===== src/rtl/branch_redirect_ctrl_pkg.sv =====
// Shared types and constants for the branch redirect controller and its predictor table.
package branch_redirect_ctrl_pkg;

    typedef enum logic [1:0] {
        IDLE     = 2'd0,
        REDIRECT = 2'd1,
        FLUSH    = 2'd2
    } state_e;

    typedef logic [1:0] ctr2_t;

    localparam ctr2_t       CTR_RESET = 2'b01;
    localparam logic [31:0] PC_INCR   = 32'd4;

    // Saturating 2-bit counter step: count up on taken, down on not-taken.
    function automatic ctr2_t satUpdate(input ctr2_t ctr, input logic taken);
        ctr2_t result;
        result = ctr;
        if (taken) begin
            if (ctr != 2'b11) result = ctr + 2'b01;
        end else begin
            if (ctr != 2'b00) result = ctr - 2'b01;
        end
        return result;
    endfunction

endpackage


===== src/rtl/branch_redirect_ctrl_bht.sv =====
// Direction predictor table for branch_redirect_ctrl: 2^IDX_BITS saturating 2-bit counters.
// Instantiated by the top only when BRANCH_PRED_EN is defined.
module branch_bht
    import branch_redirect_ctrl_pkg::*;
#(
    parameter int IDX_BITS = 6
) (
    input  logic        clk,
    input  logic        rst,
    input  logic [31:0] lookupPc_i,
    output logic        predTaken_o,
    input  logic        updateEn_i,
    input  logic [31:0] updatePc_i,
    input  logic        updateTaken_i
);

    localparam int ENTRIES = 1 << IDX_BITS;

    ctr2_t               counters_q [ENTRIES];
    logic [IDX_BITS-1:0] lookupIdx;
    logic [IDX_BITS-1:0] updateIdx;
    logic                unusedPcBits;

    assign lookupIdx = lookupPc_i[IDX_BITS+1:2];
    assign updateIdx = updatePc_i[IDX_BITS+1:2];

    // Reads see the pre-update value; a same-cycle write lands at the edge.
    assign predTaken_o = counters_q[lookupIdx][1];

    assign unusedPcBits = ^{lookupPc_i[31:IDX_BITS+2], lookupPc_i[1:0],
                            updatePc_i[31:IDX_BITS+2], updatePc_i[1:0]};

    always_ff @(posedge clk) begin
        if (rst) begin
            for (int i = 0; i < ENTRIES; i++) begin
                counters_q[i] <= CTR_RESET;
            end
        end else if (updateEn_i) begin
            counters_q[updateIdx] <= satUpdate(counters_q[updateIdx], updateTaken_i);
        end
    end

endmodule


===== src/rtl/branch_redirect_ctrl.sv =====
// Branch resolution / pipeline redirect controller with statistics counters.
// Optional 2-bit direction predictor is built when BRANCH_PRED_EN is defined.
module branch_redirect_ctrl
    import branch_redirect_ctrl_pkg::*;
#(
    parameter int FLUSH_CYCLES = 2,
    parameter int BHT_IDX_BITS = 6
) (
    input  logic        clk,
    input  logic        rst,
    input  logic        ex_valid,
    input  logic        ex_is_branch,
    input  logic        ex_is_jump,
    input  logic        ex_take,
    input  logic        ex_pred_taken,
    input  logic [31:0] ex_pc,
    input  logic [31:0] ex_target,
    input  logic [31:0] if_pc,
    output logic        if_pred_taken,
    output logic        redirect_valid,
    input  logic        redirect_ready,
    output logic [31:0] redirect_pc,
    output logic        flush_if,
    output logic        flush_id,
    output logic [31:0] branch_cnt,
    output logic [31:0] mispred_cnt
);

    localparam int               CNT_W      = (FLUSH_CYCLES > 2) ? $clog2(FLUSH_CYCLES) : 1;
    localparam logic [CNT_W-1:0] FLUSH_LOAD = CNT_W'(FLUSH_CYCLES - 1);

    state_e             state_q, state_d;
    logic [CNT_W-1:0]   cnt_q, cnt_d;
    logic [31:0]        redirectPc_q, redirectPc_d;
    logic               redirectValid_q, redirectValid_d;
    logic               flush_q, flush_d;
    logic [31:0]        branchCnt_q, branchCnt_d;
    logic [31:0]        mispredCnt_q, mispredCnt_d;

    logic               idle;
    logic               branchEvt;
    logic               mispredEvt;
    logic               redirectEvt;
    logic [31:0]        redirectTarget;

    // Resolve events only count while IDLE; anything later is wrong-path.
    assign idle        = (state_q == IDLE);
    assign branchEvt   = idle & ex_valid & ex_is_branch;
    assign mispredEvt  = branchEvt & (ex_take != ex_pred_taken);
    assign redirectEvt = mispredEvt | (idle & ex_valid & ex_is_jump);

    assign redirectTarget = (ex_is_jump | ex_take) ? ex_target : (ex_pc + PC_INCR);

    always_comb begin
        state_d      = state_q;
        cnt_d        = cnt_q;
        redirectPc_d = redirectPc_q;
        branchCnt_d  = branchCnt_q;
        mispredCnt_d = mispredCnt_q;

        case (state_q)
            IDLE: begin
                if (redirectEvt) begin
                    state_d      = REDIRECT;
                    redirectPc_d = redirectTarget;
                end
            end
            REDIRECT: begin
                if (redirectValid_q && redirect_ready) begin
                    state_d = FLUSH;
                    cnt_d   = FLUSH_LOAD;
                end
            end
            FLUSH: begin
                if (cnt_q == '0) begin
                    state_d = IDLE;
                end else begin
                    cnt_d = cnt_q - CNT_W'(1);
                end
            end
            default: state_d = IDLE;
        endcase

        if (branchEvt)  branchCnt_d  = branchCnt_q + 32'd1;
        if (mispredEvt) mispredCnt_d = mispredCnt_q + 32'd1;

        // Outputs are flopped from the next state so they are glitch-free registers.
        redirectValid_d = (state_d == REDIRECT);
        flush_d         = (state_d != IDLE);
    end

    always_ff @(posedge clk) begin
        if (rst) begin
            state_q         <= IDLE;
            cnt_q           <= '0;
            redirectPc_q    <= '0;
            redirectValid_q <= 1'b0;
            flush_q         <= 1'b0;
            branchCnt_q     <= '0;
            mispredCnt_q    <= '0;
        end else begin
            state_q         <= state_d;
            cnt_q           <= cnt_d;
            redirectPc_q    <= redirectPc_d;
            redirectValid_q <= redirectValid_d;
            flush_q         <= flush_d;
            branchCnt_q     <= branchCnt_d;
            mispredCnt_q    <= mispredCnt_d;
        end
    end

    assign redirect_valid = redirectValid_q;
    assign redirect_pc    = redirectPc_q;
    assign flush_if       = flush_q;
    assign flush_id       = flush_q;
    assign branch_cnt     = branchCnt_q;
    assign mispred_cnt    = mispredCnt_q;

`ifdef BRANCH_PRED_EN
    branch_bht #(
        .IDX_BITS (BHT_IDX_BITS)
    ) u_bht (
        .clk           (clk),
        .rst           (rst),
        .lookupPc_i    (if_pc),
        .predTaken_o   (if_pred_taken),
        .updateEn_i    (branchEvt),
        .updatePc_i    (ex_pc),
        .updateTaken_i (ex_take)
    );
`else
    logic unusedIfPc;

    assign if_pred_taken = 1'b0;
    assign unusedIfPc    = ^{if_pc, BHT_IDX_BITS[0]};
`endif

endmodule

===== config.mk =====
export PLATFORM = sky130hd
export DESIGN_NAME = branch_redirect_ctrl
export DESIGN_NICKNAME = d
export VERILOG_FILES = /design/src/rtl/branch_redirect_ctrl_pkg.sv /design/src/rtl/branch_redirect_ctrl_bht.sv /design/src/rtl/branch_redirect_ctrl.sv
export SDC_FILE = /design/constraint.sdc
export NUM_CORES = 1
export LEC_CHECK = 0
export CORE_MARGIN = 3
export CORE_UTILIZATION = 40
export DETAILED_ROUTE_END_ITERATION = 6
export PLACE_DENSITY_LB_ADDON = 0.05
export SLEW_MARGIN = 20
export SYNTH_ARGS = -nofsm -noshare
export SYNTH_HDL_FRONTEND = slang
export SYNTH_SLANG_ARGS = --single-unit

===== constraint.sdc =====
create_clock -name clk -period 1.6 [get_ports clk]
set_input_delay 0.16 -clock clk [delete_from_list [all_inputs] [get_ports clk]]
set_output_delay 0.16 -clock clk [all_outputs]
set_load 0.05 [all_outputs]

======== Word-level counts from Yosys, hierarchy flattened ========
Index checks and enable logic that the tools add are counted.
cells by class
  muxes and demuxes ....................... 8
  bitwise logic cells ..................... 6
  eq/ne operators ......................... 5
  add/subtract/negate cells ............... 4
  reduce and logical (&&, ||, !) cells .... 6
operators by type and width
  kind                     number
  $add A32 B1 Y32 const B  2
  $add A32 B3 Y32 const B  1
  $mux W32                 1
  $mux W2                  3
  $pmux W2 S3              1
  $and A1 B1 Y1            4
  $eq A2 B1 Y1 const B     2
  $reduce_and A2 Y1        2
  $reduce_bool A2 Y1       2
  $eq A2 B2 Y1 const B     1
  $logic_not A2 Y1         1
  $mux W1                  2
  $ne A2 B2 Y1 const B     1
  $or A1 B1 Y1             2
  $pmux W1 S2              1
  $logic_and A1 B1 Y1      1
  $ne A1 B1 Y1             1
  $sub A1 B1 Y1 const B    1
word-level totals
  word-level logic and storage cells ...... 36
  input port bits ......................... 104
  flip-flop bits (word level) ............. 101

======== Logic depth before layout (Yosys ltp) ========
  word-level depth ........................ 8
  mapped depth ............................ 7
  gate-level depth less buffers ........... 6

======== Worst setup path before layout ========
No wires, ideal clock.
  path type ............................... register to register
  start ................................... register mispredCnt_q[6] (netlist: mispred_cnt[6])
  end ..................................... register mispredCnt_q[25] (netlist: mispred_cnt[25])
  clock period less this slack ............ 2.183 ns
  library setup time ...................... 0.128 ns
  path buffers ............................ 1
  required time ........................... 1.472 ns
  arrival time ............................ 2.056 ns
  path slack .............................. -0.583 ns
  cell stages (with the launch flop) ...... 7
  path through ............................ dfxtp_1 nand4_2 or4_1 buf_6 nor4_2 xnor2_1 nor2_1
between the ends
  word-level cells in the longest chain between the ends .. 1
RTL lines
  item                      RTL line                     source
  start: declaration        branch_redirect_ctrl.sv:38   logic [31:0] mispredCnt_q, mispredCnt_d;
  start signal: assignment  branch_redirect_ctrl.sv:108  mispredCnt_q <= mispredCnt_d;
  $add A32 B1 Y32           branch_redirect_ctrl.sv:85   if (mispredEvt) mispredCnt_d = mispredCnt_q + 32'd1;
Every way passes these cells.
A chain may end at the register's enable or synchronous reset.

======== Worst setup path in the final report ========
  start ................................... register mispredCnt_q[20] (netlist: mispred_cnt[20])
  end ..................................... register mispredCnt_q[21] (netlist: mispred_cnt[21])
Same word-level chain as after synthesis.

==> results.py <==
metrics = {
    "status": {
        "status": "complete, but fails checks",
        "violations": "negative setup slack",
    },
    "clock_tree": {
        "cts_tree": "built",
        "cts_made_buffers": 9,
        "clock_latency_ps": 350,
        "cts-root-buf": "clkbuf_16",
        "clk_pin_slew_ps": 70,
        "clk_path_buf_depth": 2,
        "ctsHoldBuffers": 0,
        "htree_levels": 3,
        "cts_sinks": 101,
    },
    "critical_path": {
        "max_stage_delay_ps": 550,
        "r2r_start": "mispred_cnt[20]$_SDFFE_PP0P_",
        "critical_path_arrival_ps": 1960,
        "worstPathRequired_ps": 1870,
        "worstPathMaxFanout": 5,
        "crit_chain": "nand4_1, or4_4, buf_6, or3_4, a21oi_2",
        "cp-start-kind": "register",
        "setup.worst_path.start": "mispred_cnt[20]$_SDFFE_PP0P_",
        "crit_type": "reg -> reg",
        "crit_slowest_cell": "or4_4",
        "end_kind": "register",
    },
    "yosys": {
        "yosysMostFrequentCell": "dfxtp_1",
        "yosys.area.top_type": "dfxtp_1",
        "ys_warn_count": 0,
        "seq_area_frac_synth_pct": 39.9,
        "synth_edf_count": 0,
        "synth_cell_type_count": 49,
        "synth_area_per_cell_sq_um": 8.32,
        "synthesis.area_sq_mm": 0.00507,
        "ys_top_cells_by_area": "dfxtp_1 40%, xor2_1 9.7%, nor2_1 6.2%",
        "synth_ff_type": "dfxtp_1",
        "yosys_register_bits": 101,
        "syn_nets": 716,
        "synth-async-reset-ratio_pct": 0,
        "yosys-top-cells-count": "101 x dfxtp_1, 84 x nor2_1, 56 x xor2_1",
        "synth_top_area_share_pct": 39.9,
        "synthCells": 609,
    },
    "global_route": {
        "grt_pass1_wl_mm": 25.7,
        "grt.total_usage_pct": 22.0,
        "grt_antenna_before_repair": 0,
        "grt_max_degree": 103,
        "grt_overflow": 0,
        "first_global_vias": 5270,
    },
    "timing": {
        "period_needed_ps": 1690,
        "slew_viol_final": 0,
        "setup_viol": 11,
        "holdWs_ps": 300,
        "fin_tns_setup_ps": -389,
        "hold_viol_final": 0,
        "clock_skew_ps": 8.51,
        "fin_ws_ps": -88.1,
        "fmax_mhz": 592,
        "rsz0062_at_grt": "yes",
        "post-route-period-util_pct": 106,
    },
    "floorplanning": {
        "num_rows": 40,
        "start_util_pct": 41.5,
        "die-area_sq_mm": 0.0141,
        "die_x_microns": 119,
        "io_pins": 204,
        "core-area_sq_mm": 0.0122,
        "die_height_microns": 119,
    },
    "hold_path": {
        "min_path_type": "in -> reg",
        "hold_start": "ex_pc[18]",
    },
    "placement": {
        "post-dp-hpwl_mm": 11.6,
        "dp_slack_ps": -629,
        "dpl.cell_count": 1036,
        "io_buffers": 170,
        "routabilityCongestion": 0.904,
        "dpl-instance-area_sq_mm": 0.00782,
    },
    "pwr": {
        "internal_power_mw": 4.16,
        "power.switching_mw": 1.69,
        "power_frac_comb_pct": 22.5,
        "vdd_drop_max_mv": 0.533,
        "pwr-share-clk_pct": 33.3,
        "power.leakage_nw": 3.67,
        "p_seq_share_pct": 44.2,
        "power_mw": 5.85,
        "switching_share_pct": 28.9,
        "power_density_mw_per_mm2": 672,
    },
    "final_layout": {
        "final_cell_count_no_fill": 1077,
        "ff_latch_area_sq_mm": 0.00221,
        "drive_above_1_share_pct": 42.9,
        "multi_input_area_sq_mm": 0.00329,
        "utilization_pct": 71.3,
        "final_net_count": 1012,
        "nFillCells": 946,
        "n_antenna_cell": 0,
        "area_delta_synth_final_pct": 71.7,
        "final_area_sq_mm": 0.00870,
    },
    "drt": {
        "drc": 0,
        "wl_per_cell_microns": 15.4,
        "num_vias": 5631,
        "ant_nets": 0,
        "drt_wl_total_mm": 16.5,
        "dr.pass1.iters": 6,
        "drtIter0Drc": 248,
        "vias_per_cell": 5.23,
    },
    "job": {
        "maxCapViolations": 0,
    },
}
## state kept, by name, indices dropped and copies added, names as in the netlist
signal,cells
redirect_valid,1
state_q,2
mispred_cnt,32
flush_id,1
redirect_pc,32
branch_cnt,32
cnt_q,1
## final cells by class
class                      count  area share, %
clock inverter                 3          0.173
inverter                       8          0.345
sequential                   101           25.4
multi-input combinational    468           37.8
tap                          168           2.42
timing repair buffer         317           31.2
clock buffer                  12           2.72
## worst max-delay path, delay by kind of cell, from the launching register on
family,cells,cell delay (ps)
AND/OR/NAND/NOR,3,1010
buffers and inverters,1,160
flip-flops,1,340
AO/OA/AOI/OAI,1,110
## cell usage in the layout (no fill, tap or decap), drive strengths merged, types with 5 or more instances in the layout
master         instances
or3                   10
nand2                 48
nand3                 42
and4                   8
o21ai                 19
nor4                  12
and3                  21
a221oi                 6
nor3                  15
a21oi                 36
clkdlybuf4s50         54
a211oi                 5
buf                  245
inv                    8
o22ai                 10
nand4                 37
xor2                  57
xnor2                 27
clkbuf                14
dlygate4sd2           13
dfxtp                101
nor2                  84
## power by group through the flow
stage	Combinational (mW)	Clock (mW)	Sequential, mW
global route	1.40	2.12	2.59
CTS	1.20	1.99	2.58
global placement	1.16	0	2.63
detailed placement	1.17	0	2.63
floorplan	0.337	0	2.88
finish	1.32	1.95	2.58
## cell families after synthesis
group | after synthesis | synth area share, %
xor gates and xnor gates | 84 | 14.7
AOI/OAI and AO/OA | 88 | 10.5
buffers and inverters | 42 | 3.51
DFF | 101 | 39.9
adders and majority gates | 3 | 0.741
and+or+nand+nor | 290 | 30.6
other | 1 | 0.0740
## routing by layer
layer	global-route usage [%]	wire length (microns)	part of all wire, %	up-vias
li1	-	-	-	2755
met1	29.0	7230	44	2664
met2	35.6	7940	48	187
met3	4.83	1020	6.2	25
met4	7.68	353	2.1	0
met5	0	0	0	-
## what timing repair did
item / in CTS / in global routing
cloned: 3 / 4
setup buffers: 2 / 17
setup endpoints to repair: 40 / 63
pin swaps: 13 / 45
gates resized for setup: 29 / 71
## final timing paths
path                                  endpoint  slack, ps  depth (start not counted)
setup / recovery  mispred_cnt[21]$_SDFFE_PP0P_        -90                          5
hold / removal    redirect_pc[18]$_SDFFE_PP0P_        300                          4
setup reg to reg  mispred_cnt[21]$_SDFFE_PP0P_        -90                          5
hold reg to reg   redirect_pc[10]$_SDFFE_PP0P_        450                          2
Note: power is estimated with default switching activity, not from simulation.
